==> config.mk <==
export PLATFORM = sky130hd
export DESIGN_NAME = multicycle_ctrl
export DESIGN_NICKNAME = d
export VERILOG_FILES = /design/src/rtl/multicycle_ctrl_pkg.sv /design/src/rtl/ctrl_wait_timer.sv /design/src/rtl/multicycle_ctrl.sv
export SDC_FILE = /design/constraint.sdc
export NUM_CORES = 1
export LEC_CHECK = 0
export BUFFER_PORTS_ARGS = -buffer_cell sky130_fd_sc_hd__buf_2
export CAP_MARGIN = 25
export CORE_MARGIN = 3
export CORE_UTILIZATION = 52
export CTS_CLUSTER_DIAMETER = 30
export CTS_CLUSTER_SIZE = 24
export DETAILED_ROUTE_END_ITERATION = 7
export GPL_TIMING_DRIVEN = 0
export PLACE_DENSITY_LB_ADDON = 0.1
export RECOVER_POWER = 25
export REMOVE_ABC_BUFFERS = 1
export SETUP_SLACK_MARGIN = 0.3
export SLEW_MARGIN = 10
export SYNTH_ARGS = -nofsm -noshare
export SYNTH_HDL_FRONTEND = slang
export SYNTH_HIERARCHICAL = 1
export SYNTH_SLANG_ARGS = --single-unit
==> constraint.sdc <==
create_clock -name clk -period 8.61 [get_ports clk]
set_clock_uncertainty 0.05 [all_clocks]
set_input_delay 0.861 -clock clk [delete_from_list [all_inputs] [get_ports clk]]
set_output_delay 0.861 -clock clk [all_outputs]
set_load 0.005 [all_outputs]
==> src/rtl/multicycle_ctrl_pkg.sv <==
// Shared definitions for the multicycle controller: opcodes, FSM states,
// ALU operation encodings and the legal-opcode decoder.
package multicycle_ctrl_pkg;

    localparam logic [6:0] OP_R_TYPE = 7'b0110011;
    localparam logic [6:0] OP_I_TYPE = 7'b0010011;
    localparam logic [6:0] OP_LOAD   = 7'b0000011;
    localparam logic [6:0] OP_STORE  = 7'b0100011;
    localparam logic [6:0] OP_BRANCH = 7'b1100011;

    localparam logic [1:0] ALU_ADD   = 2'b00;
    localparam logic [1:0] ALU_CMP   = 2'b01;
    localparam logic [1:0] ALU_FUNCT = 2'b10;

    typedef enum logic [2:0] {
        ST_IDLE   = 3'd0,
        ST_FETCH  = 3'd1,
        ST_DECODE = 3'd2,
        ST_EXEC   = 3'd3,
        ST_MEM    = 3'd4,
        ST_WB     = 3'd5,
        ST_HALT   = 3'd6
    } state_e;

    // True for the opcodes this controller knows how to sequence.
    function automatic logic is_legal_op(input logic [6:0] op);
        logic legal;
        case (op)
            OP_R_TYPE, OP_I_TYPE, OP_LOAD, OP_STORE, OP_BRANCH: legal = 1'b1;
            default: legal = 1'b0;
        endcase
        return legal;
    endfunction

endpackage

==> src/rtl/ctrl_wait_timer.sv <==
// Memory wait-state counter with timeout detection. The count is cleared by
// srst (pulsed by the controller on entry to a handshake state) and advances
// on every cycle where a request is pending without ready. timeout is raised
// combinationally when the limit is reached and ready is still low, so a
// ready arriving in that same cycle takes priority.
module ctrl_wait_timer #(
    parameter int unsigned WAIT_LIMIT = 15
) (
    input  logic clk,
    input  logic rst_n,
    input  logic srst,
    input  logic req,
    input  logic ready,
    output logic timeout
);

    localparam int unsigned CW = (WAIT_LIMIT < 1) ? 1 : $clog2(WAIT_LIMIT + 1);

    logic [CW-1:0] cnt_r;
    logic          at_limit_s;

    assign at_limit_s = (cnt_r == CW'(WAIT_LIMIT));
    assign timeout    = req && !ready && at_limit_s;

    // Wait-cycle counter: clear on handshake entry, saturate at the limit.
    always_ff @(posedge clk or negedge rst_n) begin
        if (!rst_n) begin
            cnt_r <= '0;
        end else if (srst) begin
            cnt_r <= '0;
        end else if (req && !ready && !at_limit_s) begin
            cnt_r <= cnt_r + CW'(1);
        end else begin
            cnt_r <= cnt_r;
        end
    end

endmodule

==> src/rtl/multicycle_ctrl.sv <==
// Multicycle RV32 control FSM: fetch/decode/exec/mem/writeback sequencing
// with memory handshakes, wait-state timeout and sticky halt.
// Optional feature macro: MULTICYCLE_CTRL_TRAP_ILLEGAL_EN -- when defined, an
// illegal opcode halts the core with illegal=1; otherwise it retires as a NOP.
module multicycle_ctrl
    import multicycle_ctrl_pkg::*;
#(
    parameter int unsigned WAIT_LIMIT = 15,
    parameter logic [31:0] NOP_INSTR  = 32'h00000013
) (
    input  logic        clk,
    input  logic        rst_n,
    output logic        imem_req,
    input  logic        imem_ready,
    input  logic [31:0] imem_rdata,
    output logic        dmem_req,
    output logic        dmem_we,
    input  logic        dmem_ready,
    output logic [31:0] ir,
    input  logic        branch_taken,
    output logic        pc_we,
    output logic        pc_src,
    output logic        alu_src_imm,
    output logic [1:0]  alu_op,
    output logic        reg_we,
    output logic        mem_to_reg,
    output logic        halted,
    output logic        bus_err,
    output logic        illegal
);

    state_e      state_r;
    state_e      state_nxt_s;
    logic [31:0] ir_r;
    logic        bus_err_r;
    logic        set_bus_err_s;
    logic [6:0]  opcode_s;
    logic        timer_clr_s;
    logic        timer_req_s;
    logic        timer_ready_s;
    logic        timeout_s;
`ifdef MULTICYCLE_CTRL_TRAP_ILLEGAL_EN
    logic        illegal_r;
    logic        set_illegal_s;
`endif

    assign opcode_s = ir_r[6:0];
    assign ir       = ir_r;
    assign bus_err  = bus_err_r;

    // Only one handshake is ever open, so the timer watches whichever is.
    assign timer_req_s   = imem_req | dmem_req;
    assign timer_ready_s = imem_req ? imem_ready : dmem_ready;
    assign timer_clr_s   = (state_nxt_s != state_r) &&
                           ((state_nxt_s == ST_FETCH) || (state_nxt_s == ST_MEM));

    ctrl_wait_timer #(
        .WAIT_LIMIT (WAIT_LIMIT)
    ) u_wait_timer (
        .clk     (clk),
        .rst_n   (rst_n),
        .srst    (timer_clr_s),
        .req     (timer_req_s),
        .ready   (timer_ready_s),
        .timeout (timeout_s)
    );

    // Next-state and control decode from the current state and latched ir.
    always_comb begin
        state_nxt_s   = state_r;
        set_bus_err_s = 1'b0;
`ifdef MULTICYCLE_CTRL_TRAP_ILLEGAL_EN
        set_illegal_s = 1'b0;
`endif
        imem_req      = 1'b0;
        dmem_req      = 1'b0;
        dmem_we       = 1'b0;
        pc_we         = 1'b0;
        pc_src        = 1'b0;
        alu_src_imm   = 1'b0;
        alu_op        = ALU_ADD;
        reg_we        = 1'b0;
        mem_to_reg    = 1'b0;
        halted        = 1'b0;
        case (state_r)
            ST_IDLE: begin
                state_nxt_s = ST_FETCH;
            end
            ST_FETCH: begin
                imem_req = 1'b1;
                if (imem_ready) begin
                    state_nxt_s = ST_DECODE;
                end else if (timeout_s) begin
                    set_bus_err_s = 1'b1;
                    state_nxt_s   = ST_HALT;
                end else begin
                    state_nxt_s = ST_FETCH;
                end
            end
            ST_DECODE: begin
                if (is_legal_op(opcode_s)) begin
                    state_nxt_s = ST_EXEC;
                end else begin
`ifdef MULTICYCLE_CTRL_TRAP_ILLEGAL_EN
                    set_illegal_s = 1'b1;
                    state_nxt_s   = ST_HALT;
`else
                    pc_we       = 1'b1;
                    state_nxt_s = ST_FETCH;
`endif
                end
            end
            ST_EXEC: begin
                case (opcode_s)
                    OP_R_TYPE: begin
                        alu_op      = ALU_FUNCT;
                        state_nxt_s = ST_WB;
                    end
                    OP_I_TYPE: begin
                        alu_op      = ALU_FUNCT;
                        alu_src_imm = 1'b1;
                        state_nxt_s = ST_WB;
                    end
                    OP_LOAD, OP_STORE: begin
                        alu_op      = ALU_ADD;
                        alu_src_imm = 1'b1;
                        state_nxt_s = ST_MEM;
                    end
                    OP_BRANCH: begin
                        alu_op      = ALU_CMP;
                        pc_we       = 1'b1;
                        pc_src      = branch_taken;
                        state_nxt_s = ST_FETCH;
                    end
                    default: begin
                        // Unreachable: DECODE filters opcodes. Retire safely.
                        pc_we       = 1'b1;
                        state_nxt_s = ST_FETCH;
                    end
                endcase
            end
            ST_MEM: begin
                dmem_req = 1'b1;
                dmem_we  = (opcode_s == OP_STORE);
                if (dmem_ready) begin
                    if (opcode_s == OP_STORE) begin
                        pc_we       = 1'b1;
                        state_nxt_s = ST_FETCH;
                    end else begin
                        state_nxt_s = ST_WB;
                    end
                end else if (timeout_s) begin
                    set_bus_err_s = 1'b1;
                    state_nxt_s   = ST_HALT;
                end else begin
                    state_nxt_s = ST_MEM;
                end
            end
            ST_WB: begin
                reg_we      = 1'b1;
                pc_we       = 1'b1;
                mem_to_reg  = (opcode_s == OP_LOAD);
                state_nxt_s = ST_FETCH;
            end
            ST_HALT: begin
                halted      = 1'b1;
                state_nxt_s = ST_HALT;
            end
            default: begin
                state_nxt_s = ST_IDLE;
            end
        endcase
    end

    // State register.
    always_ff @(posedge clk or negedge rst_n) begin
        if (!rst_n) begin
            state_r <= ST_IDLE;
        end else begin
            state_r <= state_nxt_s;
        end
    end

    // Instruction register: captured on the accepted fetch handshake.
    always_ff @(posedge clk or negedge rst_n) begin
        if (!rst_n) begin
            ir_r <= NOP_INSTR;
        end else if ((state_r == ST_FETCH) && imem_ready) begin
            ir_r <= imem_rdata;
        end else begin
            ir_r <= ir_r;
        end
    end

    // Sticky bus-error flag, cleared only by reset.
    always_ff @(posedge clk or negedge rst_n) begin
        if (!rst_n) begin
            bus_err_r <= 1'b0;
        end else begin
            bus_err_r <= bus_err_r | set_bus_err_s;
        end
    end

`ifdef MULTICYCLE_CTRL_TRAP_ILLEGAL_EN
    // Sticky illegal-opcode flag, cleared only by reset.
    always_ff @(posedge clk or negedge rst_n) begin
        if (!rst_n) begin
            illegal_r <= 1'b0;
        end else begin
            illegal_r <= illegal_r | set_illegal_s;
        end
    end
    assign illegal = illegal_r;
`else
    assign illegal = 1'b0;
`endif

endmodule

==> flow_metrics.py, run 1 <==
metrics = {
    "timing": {
        "hold_violations": 0,
        "fin_crit_sh": 0.396,
        "fmax_ghz": 0.293,
        "maxSlewHeadroom": -0.358,
        "fin_setup_tns_ns": 0,
        "finalMaxSlewViolations": 41,
        "setup_viol": 0,
        "worst_pin_slew_ns": 2.04,
        "post-route-min-period_ns": 3.41,
        "rsz0062_at_grt": "no",
    },
    "finish": {
        "syn_to_final_growth_pct": 21.9,
        "final_cell_mix": "79 x buf_2, 37 x dfrtp_1, 27 x mux2_4",
        "diodes": 0,
        "fillCellCount": 324,
        "nNetsFinal": 276,
        "mostFrequentLayoutCell": "buf_2",
        "drive_above_1_share": 0.540,
    },
    "floorplan": {
        "die_w_um": 68.9,
        "die_height_um": 68.9,
        "die_area_mm2": 0.00474,
        "start_util": 0.549,
        "core_mm2": 0.00374,
        "ios": 82,
        "core.rowCount": 22,
    },
    "detailed_routing": {
        "via_per_inst": 5.16,
        "drc": 0,
        "first_pass_iters": 4,
        "totalWireLength_um": 4290,
        "drt_iter0_markers": 58,
        "ant_nets": 0,
        "via_count": 1481,
        "post_drt_wl_per_cell_um": 15.0,
    },
    "placement": {
        "gp_congestion": 0.822,
        "portBuffers": 80,
        "hpwlAfterDp_um": 3210,
    },
    "pwr": {
        "p_total_uw": 857,
        "ir_drop_mv": 0.189,
        "clkPwrFrac": 0.138,
        "pwr-share-seq": 0.406,
        "p_switching_uw": 287,
        "p_int_uw": 570,
        "combPwrFrac": 0.456,
        "powerDensity_mw_per_mm2": 342,
        "sw_frac_of_total": 0.335,
        "leakagePower_nw": 1.30,
    },
    "synthesis": {
        "yosysSeqAreaShare": 0.489,
        "netlist_area_mm2": 0.00205,
        "syn_inst": 159,
        "synth-edff-count": 0,
        "synthFlopType": "dfrtp_1",
        "ys_warn_count": 6,
        "ys_types": 40,
        "async_flop_share": 1.00,
        "synth_seq_cells": 40,
        "syn_avg_cell_area_um2": 12.9,
    },
    "global_route": {
        "antenna_found_initial": 0,
        "overflow": 0,
        "grt_max_degree": 41,
        "grt_usage": 0.187,
        "grt_pass1_wl_um": 6530,
        "grt_pass1_vias": 1408,
    },
    "critical_path": {
        "worstPathRequired_ns": 8.73,
        "cp_max_fo": 34,
        "cpPeakStageDelay_ns": 0.46,
        "r2r_setup_slack_ns": 5.20,
        "crit_type": "reg -> reg",
        "setup.worst_path.start_class": "register",
        "setup.worst_path.end_class": "register",
        "slowest_stage": "dfrtp_1",
        "rr_startpoint": "state_r[0]$_DFF_PN0_",
        "r2r_cells": 13,
        "timing.rr.end": "u_wait_timer/cnt_r[0]$_DFFE_PN0P_",
        "cp_data_arrival_time_ns": 3.53,
        "crit_chain": "nor2b_4, nand2b_4, inv_2, and2_4, a21o_1, nand2b_4, nor2_1, o21bai_1, a211o_1, o21bai_1, a21oi_1, nor2b_1, mux2_2",
    },
    "clock_network": {
        "cts-resized-gates": 0,
        "clkTransAtPathRegs_ns": 0.07,
        "cts_root_buffer": "clkbuf_8",
        "cts_hold_buf": 0,
        "numCtsBuffers": 5,
        "cts_tree": "built",
        "post_cts_buffers": 0,
        "clkLatencyLatePin_ns": 0.28,
        "htreeDepth": 2,
        "cts_sinks": 40,
        "clockBufferDepth": 2,
    },
    "run_status": {
        "violations": "max-capacitance violations, max-slew violations",
        "status": "complete, but fails checks",
    },
    "worst_hold_path": {
        "hold_class": "reg -> reg",
        "min_to": "bus_err$_DFF_PN0_",
        "hp-start": "bus_err$_DFF_PN0_",
        "holdPathStages": 1,
    },
    "job": {
        "cap_violations": 1,
    },
}
per-stage QoR:
step	setup WS, ns	std cells	instance area (um^2)	hold slack (ns)	util
finish	5.20	287	2500	0.406	0.669
global route	5.00	287	2500	0.428	0.669
CTS	5.18	287	2500	0.414	0.669
detailed placement	4.98	279	2420	0.396	0.646
global placement	5.09	279	2420	0.384	0.646
floorplan	5.56	151	1960	0.401	-
logic make-up after synthesis:
group	after synthesis	synth area share
multiplexers	33	0.230
buffers and inverters	16	0.0609
flip-flops	40	0.489
AND/OR/NAND/NOR	46	0.143
other	1	0.00183
AO/OA/AOI/OAI	22	0.0694
adder cells (fa/ha/maj)	1	0.00609
layout make-up:
| cell class | count | area (um^2) | share of cell area |
|---|---|---|---|
| clock buffer | 7 | 76.3 | 0.0305 |
| clock inverter | 1 | 8.76 | 0.00350 |
| inverter | 8 | 30.0 | 0.0120 |
| multi-input combinational | 103 | 925 | 0.369 |
| sequential | 40 | 1000 | 0.401 |
| tap | 48 | 60.1 | 0.0240 |
| timing repair buffer | 80 | 399 | 0.159 |
metal layers:
metal  track usage  up-vias  wire length (um)
li1              -      709                 -
met1         0.235      713              1810
met2         0.318       57              2120
met3        0.0567        2               348
met4        0.0365        0                17
met5             0        -                 0
how the worst max path moves through the flow:
stage          cells after the start                           endpoint                  from  slack (ns)
2_1_floorplan                     10  u_wait_timer/cnt_r[0]$_DFFE_PN0P_            imem_ready        5.56
3_3_place_gp                      11  u_wait_timer/cnt_r[0]$_DFFE_PN0P_            imem_ready        5.09
5_1_grt                           14  u_wait_timer/cnt_r[0]$_DFFE_PN0P_  state_r[0]$_DFF_PN0_        5.00
3_5_place_dp                      11  u_wait_timer/cnt_r[0]$_DFFE_PN0P_            imem_ready        4.98
6_report                          13  u_wait_timer/cnt_r[0]$_DFFE_PN0P_  state_r[0]$_DFF_PN0_        5.20
4_1_cts                           13  u_wait_timer/cnt_r[0]$_DFFE_PN0P_  state_r[0]$_DFF_PN0_        5.18
power by group through the flow:
stage / Sequential, mW / Clock [mW] / Combinational [mW]
finish: 0.348 / 0.118 / 0.390
global placement: 0.342 / 0 / 0.383
CTS: 0.349 / 0.123 / 0.396
floorplan: 0.347 / 0 / 0.251
global route: 0.361 / 0.133 / 0.422
detailed placement: 0.350 / 0 / 0.395
flip-flops by register name (all words and copies together) (netlist names):
| name | flops |
|---|---|
| state_r | 3 |
| ir | 32 |
| bus_err | 1 |
| u_wait_timer/cnt_r | 4 |
Yosys cell counts (2+ instances only):
| cell | instances | share of area |
|---|---|---|
| mux2_2 | 5 | 0.027 |
| a21oi_1 | 4 | 0.0097 |
| o21ai_0 | 3 | 0.0073 |
| mux2_4 | 27 | 0.20 |
| nand2b_1 | 6 | 0.018 |
| o22ai_1 | 3 | 0.0091 |
| nor3b_1 | 4 | 0.015 |
| dfrtp_1 | 37 | 0.45 |
| clkbuf_2 | 2 | 0.0049 |
| o21bai_1 | 2 | 0.0073 |
| buf_12 | 2 | 0.019 |
| nand2b_4 | 2 | 0.013 |
| nand3_1 | 4 | 0.0097 |
| nor4_1 | 2 | 0.0061 |
| nor3_1 | 4 | 0.0097 |
| nand2_1 | 8 | 0.015 |
| and4bb_2 | 2 | 0.012 |
| buf_6 | 2 | 0.011 |
| a21o_1 | 2 | 0.0073 |
| nor2_1 | 6 | 0.011 |
| inv_1 | 7 | 0.013 |
| a31oi_1 | 3 | 0.0091 |
| nor2b_4 | 2 | 0.013 |
| dfstp_2 | 3 | 0.038 |
| and2_1 | 2 | 0.0061 |
critical path: cells and delay by family (launching register included):
family	cells	cell delay, ns
mux	1	0.28
buf+inv	1	0.04
compound gates	5	1.27
simple gates	6	1.20
flops	1	0.46
Power figures use the tool's default switching activity.
==> run 2: changes to the inputs <==
--- a/config.mk
+++ b/config.mk
@@ -5,10 +5,11 @@
 export SDC_FILE = /design/constraint.sdc
 export NUM_CORES = 1
 export LEC_CHECK = 0
+export ABC_AREA = 1
 export BUFFER_PORTS_ARGS = -buffer_cell sky130_fd_sc_hd__buf_2
 export CAP_MARGIN = 25
 export CORE_MARGIN = 3
-export CORE_UTILIZATION = 52
+export CORE_UTILIZATION = 43
 export CTS_CLUSTER_DIAMETER = 30
 export CTS_CLUSTER_SIZE = 24
 export DETAILED_ROUTE_END_ITERATION = 7
==> constraint.sdc (replaced) <==
create_clock -name clk -period 2.8 [get_ports clk]
set_clock_uncertainty 0.05 [all_clocks]
set_input_delay 0.28 -clock clk [delete_from_list [all_inputs] [get_ports clk]]
set_output_delay 0.28 -clock clk [all_outputs]
set_load 0.005 [all_outputs]
==> run 2 against run 1 <==
Against the previous run: the run still ends with max-capacitance violations, max-slew violations left; final area is 2.1% higher; highest routed layer unchanged; clock power increased to 3.3 times the previous value; non-clock buffer count increased by 2; fmax up 50%; via count grew 4.7%; largest power group unchanged; first-iteration DRC count is 34% lower; sequential cell count unchanged; total power increased to 3.0 times the previous value.
==> flow_metrics.py, run 2 <==
metrics = {
    "run_status": {
        "status": "complete, but fails checks",
        "violations": "max-capacitance violations, max-slew violations",
    },
    "synthesis": {
        "yosysMostFrequentCell": "dfrtp_1",
        "ys_types": 28,
        "synthFlopType": "dfrtp_1",
        "async_flop_share": 1.00,
        "yosys.area.top_type": "dfrtp_1",
        "ys_warn_count": 6,
        "syn_inst": 190,
        "synth_common_cells": "37 x dfrtp_1, 33 x nand2_1, 23 x nor2_1, 21 x mux2_4, 16 x inv_1",
        "yosysSeqAreaShare": 0.498,
        "syn_avg_cell_area_um2": 10.6,
        "synth-edff-count": 0,
        "synth_seq_cells": 40,
        "yosysTopAreaCellShare": 0.458,
        "netlist_area_mm2": 0.00202,
        "yosys-top-cells-area": "dfrtp_1 46%, mux2_4 16%, nand2_1 6.1%",
    },
    "critical_path": {
        "setup.worst_path.end_class": "register",
        "worstPathRequired_ns": 2.93,
        "setup.worst_path.start_class": "register",
        "cp_data_arrival_time_ns": 2.41,
        "cp_max_fo": 6,
        "crit_type": "reg -> reg",
    },
    "placement": {
        "portBuffers": 80,
        "gp_congestion": 0.818,
        "dp_cells": 318,
        "hpwlAfterDp_um": 2990,
    },
    "detailed_routing": {
        "post_drt_wl_per_cell_um": 12.7,
        "ant_nets": 0,
        "totalWireLength_um": 4180,
        "drt_iter0_markers": 38,
        "drc": 0,
        "via_per_inst": 4.71,
        "first_pass_iters": 4,
        "via_count": 1551,
    },
    "floorplan": {
        "die_height_um": 74.5,
        "die_area_mm2": 0.00555,
        "ios": 82,
        "die_w_um": 74.5,
        "start_util": 0.454,
        "core.rowCount": 24,
        "core_mm2": 0.00444,
    },
    "finish": {
        "multi_input_area_um2": 897,
        "mostFrequentLayoutCell": "buf_2",
        "register_area_mm2": 0.00101,
        "nNetsFinal": 314,
        "diodes": 0,
        "syn_to_final_growth_pct": 26.6,
        "drive_above_1_share": 0.495,
        "largest_reg_flops": 32,
        "fin_cells": 329,
        "final_cell_mix": "79 x buf_2, 35 x dfrtp_1, 33 x nand2_1",
        "fillCellCount": 422,
    },
    "global_route": {
        "grt_pass1_vias": 1485,
        "grt_pass1_wl_um": 6750,
        "grt_usage": 0.160,
        "antenna_found_initial": 0,
        "overflow": 0,
        "grt_max_degree": 41,
    },
    "clock_network": {
        "clkLatencyLatePin_ns": 0.29,
        "cts_sinks": 40,
        "htreeDepth": 2,
        "clkTransAtPathRegs_ns": 0.08,
        "numCtsBuffers": 5,
        "cts_tree": "built",
        "clockBufferDepth": 2,
        "cts_root_buffer": "clkbuf_8",
    },
    "timing": {
        "finalMaxSlewViolations": 41,
        "fmax_ghz": 0.439,
        "worst_pin_slew_ns": 2.14,
        "maxSlewHeadroom": -0.430,
        "fin_crit_sh": 0.814,
        "rsz0062_at_grt": "no",
        "setup_viol": 0,
        "hold_ws_ns": 0.166,
        "post-route-min-period_ns": 2.28,
        "hold_violations": 0,
    },
    "job": {
        "cap_violations": 1,
    },
    "pwr": {
        "powerDensity_mw_per_mm2": 1010,
        "p_total_mw": 2.58,
        "ir_drop_mv": 0.426,
        "leakagePower_nw": 1.42,
    },
    "worst_hold_path": {
        "hold_class": "in -> reg",
    },
}
-- run 2: cell types whose count changed after synthesis, sizes merged, moves of 4 or more --
| cell | before | now |
|---|---|---|
| inv | 8 | 21 |
| nor2 | 6 | 25 |
| nand4 | 0 | 5 |
| mux2 | 32 | 28 |
| nand2 | 8 | 36 |
| nand2b | 8 | 0 |
| nand3 | 4 | 15 |
-- run 2: metrics by stage --
step	worst slack (ns)	utilization	TNS (ns)	instance area [um^2]
floorplan	0.262	-	0	1960
global placement	-0.133	0.546	-0.460	2430
detailed placement	-0.132	0.546	-0.474	2430
CTS	0.305	0.572	0	2540
global route	0.297	0.575	0	2560
finish	0.520	0.575	0	2560
-- run 2: per-layer routing --
metal	part of all wire	track usage	vias up	wire length [um]
li1	-	-	793	-
met1	0.47	0.220	714	1970
met2	0.47	0.242	40	1960
met3	0.053	0.0514	4	223
met4	0.0062	0.0474	0	26
met5	0	0	-	0
-- run 2: path summary, 6_finish.rpt --
path	to	cells past startpoint	slack (ns)	from
max	u_wait_timer/cnt_r[3]$_DFFE_PN0P_	16	0.52	state_r[1]$_DFF_PN0_
min	ir[13]$_DFFE_PN0P_	2	0.17	imem_rdata[13]
min in group asynchronous	state_r[0]$_DFF_PN0_	1	0.56	rst_n
min reg2reg	bus_err$_DFF_PN0_	2	0.42	bus_err$_DFF_PN0_
max reg2reg	u_wait_timer/cnt_r[3]$_DFFE_PN0P_	16	0.52	state_r[1]$_DFF_PN0_
max in group asynchronous	state_r[1]$_DFF_PN0_	1	0.76	rst_n
-- run 2: area by class of cell --
type	instances	share of cell area
Tap cell	52	0.0254
Clock buffer	8	0.0352
Inverter	21	0.0328
Multi-Input combinational cell	126	0.351
Sequential cell	40	0.394
Timing Repair Buffer	82	0.162
-- run 2: repair_timing --
action | CTS | global route
setup endpoints to repair | 4 | 4
gates cloned | 1 | 0
setup buffers | 1 | 1
hold buffers | 0 | 0
gates resized for setup | 3 | 4
pin swaps | 2 | 1
-- run 2: kinds of logic after synthesis --
logic type | after synthesis | synth area share
AND/OR/NAND/NOR | 86 | 0.203
flip-flops | 40 | 0.498
multiplexers | 28 | 0.195
buffers and inverters | 25 | 0.0706
AO/OA/AOI/OAI | 9 | 0.0254
adder cells (fa/ha/maj) | 1 | 0.00619
other | 1 | 0.00186
-- run 2: power breakdown --
| group | switching [mW] | internal (mW) | leakage, nW |
|---|---|---|---|
| Sequential | 0.180 | 0.863 | 0.470 |
| Clock | 0.189 | 0.201 | 0.0455 |
| Combinational | 0.526 | 0.617 | 0.907 |
-- run 2: worst max-delay path: stages, from the launching register on --
cell and delay (ns):
dfrtp_2 0.47, nor2_4 0.17, nand2_4 0.10, inv_6 0.10, o21ai_2 0.07, nor3_2 0.20, nor2_1 0.09, nand3_1 0.09
nand2_1 0.05, nor2_1 0.12, nand3_1 0.11, nand2_1 0.07, inv_1 0.04, nor2_2 0.16, inv_1 0.11, nand4_1 0.10
nand2_1 0.06
==> run 3: changes to the inputs <==
--- a/config.mk
+++ b/config.mk
@@ -9,7 +9,7 @@
 export BUFFER_PORTS_ARGS = -buffer_cell sky130_fd_sc_hd__buf_2
 export CAP_MARGIN = 25
 export CORE_MARGIN = 3
-export CORE_UTILIZATION = 43
+export CORE_UTILIZATION = 48
 export CTS_CLUSTER_DIAMETER = 30
 export CTS_CLUSTER_SIZE = 24
 export DETAILED_ROUTE_END_ITERATION = 7
==> constraint.sdc (replaced) <==
create_clock -name clk -period 2.1 [get_ports clk]
set_clock_uncertainty 0.05 [all_clocks]
set_input_delay 0.21 -clock clk [delete_from_list [all_inputs] [get_ports clk]]
set_output_delay 0.21 -clock clk [all_outputs]
set_load 0.005 [all_outputs]
==> run 3 against run 2 <==
Against the previous run: the run ends with negative hold slack, negative setup slack left; largest cell class unchanged; clock-buffer cell count did not move; register-to-register slack got worse by 0.59 ns; sequential power rose by 35%; final cell count rose by 1.8%; highest routed layer unchanged; fmax rose by 5.1%.
==> flow_metrics.py, run 3 (same netlist as run 2, synthesis figures left out) <==
metrics = {
    "timing": {
        "rsz0062_at_grt": "yes",
        "hold_violations": 37,
        "setup_viol": 4,
        "hold_ws_ns": -0.0294,
        "worst_pin_slew_ns": 0.835,
        "maxSlewHeadroom": 0.444,
        "fin_crit_sh": 1.03,
        "fmax_ghz": 0.461,
        "post-route-min-period_ns": 2.17,
        "layout_setup_ws_ns": -0.0699,
        "finalMaxSlewViolations": 0,
    },
    "finish": {
        "mostFrequentLayoutCell": "buf_2",
        "syn_to_final_growth_pct": 35.3,
        "largest_reg_flops": 32,
        "final_cell_mix": "80 x buf_2, 35 x dfrtp_1, 28 x nand2_1",
        "final_cell_area_mm2": 0.00273,
        "diodes": 0,
        "fillCellCount": 289,
        "fin_cells": 335,
        "nNetsFinal": 324,
        "drive_above_1_share": 0.585,
    },
    "critical_path": {
        "cpPeakStageDelay_ns": 0.43,
        "crit_type": "reg -> reg",
        "slowest_stage": "dfrtp_1",
        "cp_data_arrival_time_ns": 2.30,
        "worstPathRequired_ns": 2.23,
        "cp_max_fo": 5,
        "setup.worst_path.start_class": "register",
        "setup.worst_path.end_class": "register",
        "crit_chain": "inv_2, nor2_4, nand2_4, inv_6, o21ai_4, nor3_2, nor2_2, nand3_1, nand2_1, nor2_2, nand3_1, nand2_1, inv_2, nor2_4, inv_2, nand4_1, nand2_1",
    },
    "global_route": {
        "antenna_found_initial": 0,
        "grt_usage": 0.178,
        "grt_max_degree": 41,
        "grt_pass1_vias": 1613,
        "grt_pass1_wl_um": 7040,
        "overflow": 0,
    },
    "worst_hold_path": {
        "hold_class": "in -> async",
    },
    "floorplan": {
        "start_util": 0.524,
        "die_height_um": 70.9,
        "ios": 82,
        "die_area_mm2": 0.00502,
        "die_w_um": 70.9,
        "core.rowCount": 22,
        "core_mm2": 0.00385,
    },
    "job": {
        "cap_violations": 0,
    },
    "clock_network": {
        "clockBufferDepth": 2,
        "cts_sinks": 40,
        "cts_root_buffer": "clkbuf_8",
        "numCtsBuffers": 5,
        "htreeDepth": 2,
        "cts_hold_buf": 0,
        "clkLatencyLatePin_ns": 0.29,
        "cts_tree": "built",
        "clkTransAtPathRegs_ns": 0.07,
    },
    "detailed_routing": {
        "totalWireLength_um": 4550,
        "via_per_inst": 4.94,
        "first_pass_iters": 4,
        "via_count": 1654,
        "drc": 0,
        "drt_iter0_markers": 43,
        "ant_nets": 0,
        "post_drt_wl_per_cell_um": 13.6,
    },
    "placement": {
        "placed_area_mm2": 0.00242,
        "gp_congestion": 0.833,
        "hpwlAfterDp_um": 2930,
        "portBuffers": 80,
        "dp_cells": 314,
    },
    "pwr": {
        "ir_drop_mv": 0.804,
        "leakagePower_nw": 1.49,
        "powerDensity_mw_per_mm2": 1350,
    },
    "run_status": {
        "status": "complete, but fails checks",
        "violations": "negative hold slack, negative setup slack",
    },
}
==> run 3: changes by cell type in the layout (fill, tap and decap cells not counted), moves of 2 or more <==
cell	before	now
nor2_1	21	15
nor2_2	2	5
nand2_2	1	6
nand3_1	14	11
nor2_4	2	5
buf_4	2	11
nand3_2	1	3
nand2_1	33	28
inv_1	16	14
==> run 3: power breakdown <==
part | internal (mW) | switching [mW]
Clock | 0.268 | 0.241
Sequential | 1.15 | 0.254
Combinational | 0.964 | 0.824
==> run 3: timing repair <==
action | CTS | global route
setup buffers | 7 | 5
hold endpoints to repair | 0 | 0
cloned | 1 | 0
pin swaps | 9 | 20
gates resized for setup | 19 | 17
endpoints found under the setup margin | 15 | 11
==> run 3: final timing paths <==
kind	from	endpoint	slack, ns	cells past startpoint
setup / recovery	state_r[0]$_DFF_PN0_	u_wait_timer/cnt_r[3]$_DFFE_PN0P_	-0.07	17
hold / removal	rst_n	ir[20]$_DFFE_PN0P_	-0.03	1
setup reg to reg	state_r[0]$_DFF_PN0_	u_wait_timer/cnt_r[3]$_DFFE_PN0P_	-0.07	17
hold reg to reg	bus_err$_DFF_PN0_	bus_err$_DFF_PN0_	0.44	2
max in group asynchronous	rst_n	state_r[1]$_DFF_PN0_	1.45	1
min in group clk	imem_rdata[4]	ir[4]$_DFFE_PN1P_	0.10	3
==> run 3: per-layer routing <==
layer  wire length (um)  vias up  GRT usage  part of all wire
met2               2190       64      0.278              0.48
met3                359       11     0.0682             0.079
met4                 98        0     0.0689             0.022
met5                  0        -          0                 0
li1                   -      816          -                 -
met1               1900      763      0.223              0.42
==> run 3: worst max-delay path: cells and delay by family, from the launching register on <==
kind	cells	cell delay, ns
AND/OR/NAND/NOR	12	1.22
AO/OA/AOI/OAI	1	0.06
buffers and inverters	4	0.29
flip-flops	1	0.43
==> run 3: per-stage QoR <==
stage	hold WS, ns	power (mW)	TNS [ns]	util	setup slack (ns)
detailed placement	0.316	2.90	-3.68	0.628	-0.855
floorplan	-0.136	2.35	-1.70	-	-0.438
CTS	0.00164	3.59	0	0.681	0.0165
finish	-0.0294	3.70	-0.165	0.709	-0.0699
global placement	0.319	2.87	-3.59	0.628	-0.821
global route	0.0362	3.98	-0.911	0.709	-0.255
==> run 3: layout make-up <==
class | instances | area (um^2) | share of cell area
inverters | 21 | 86.3 | 0.0316
multi-input cells | 126 | 995 | 0.364
repair buffers | 92 | 494 | 0.181
flip-flops and latches | 40 | 1010 | 0.369
clock buffers | 8 | 90.1 | 0.0330
well taps | 48 | 60.1 | 0.0220
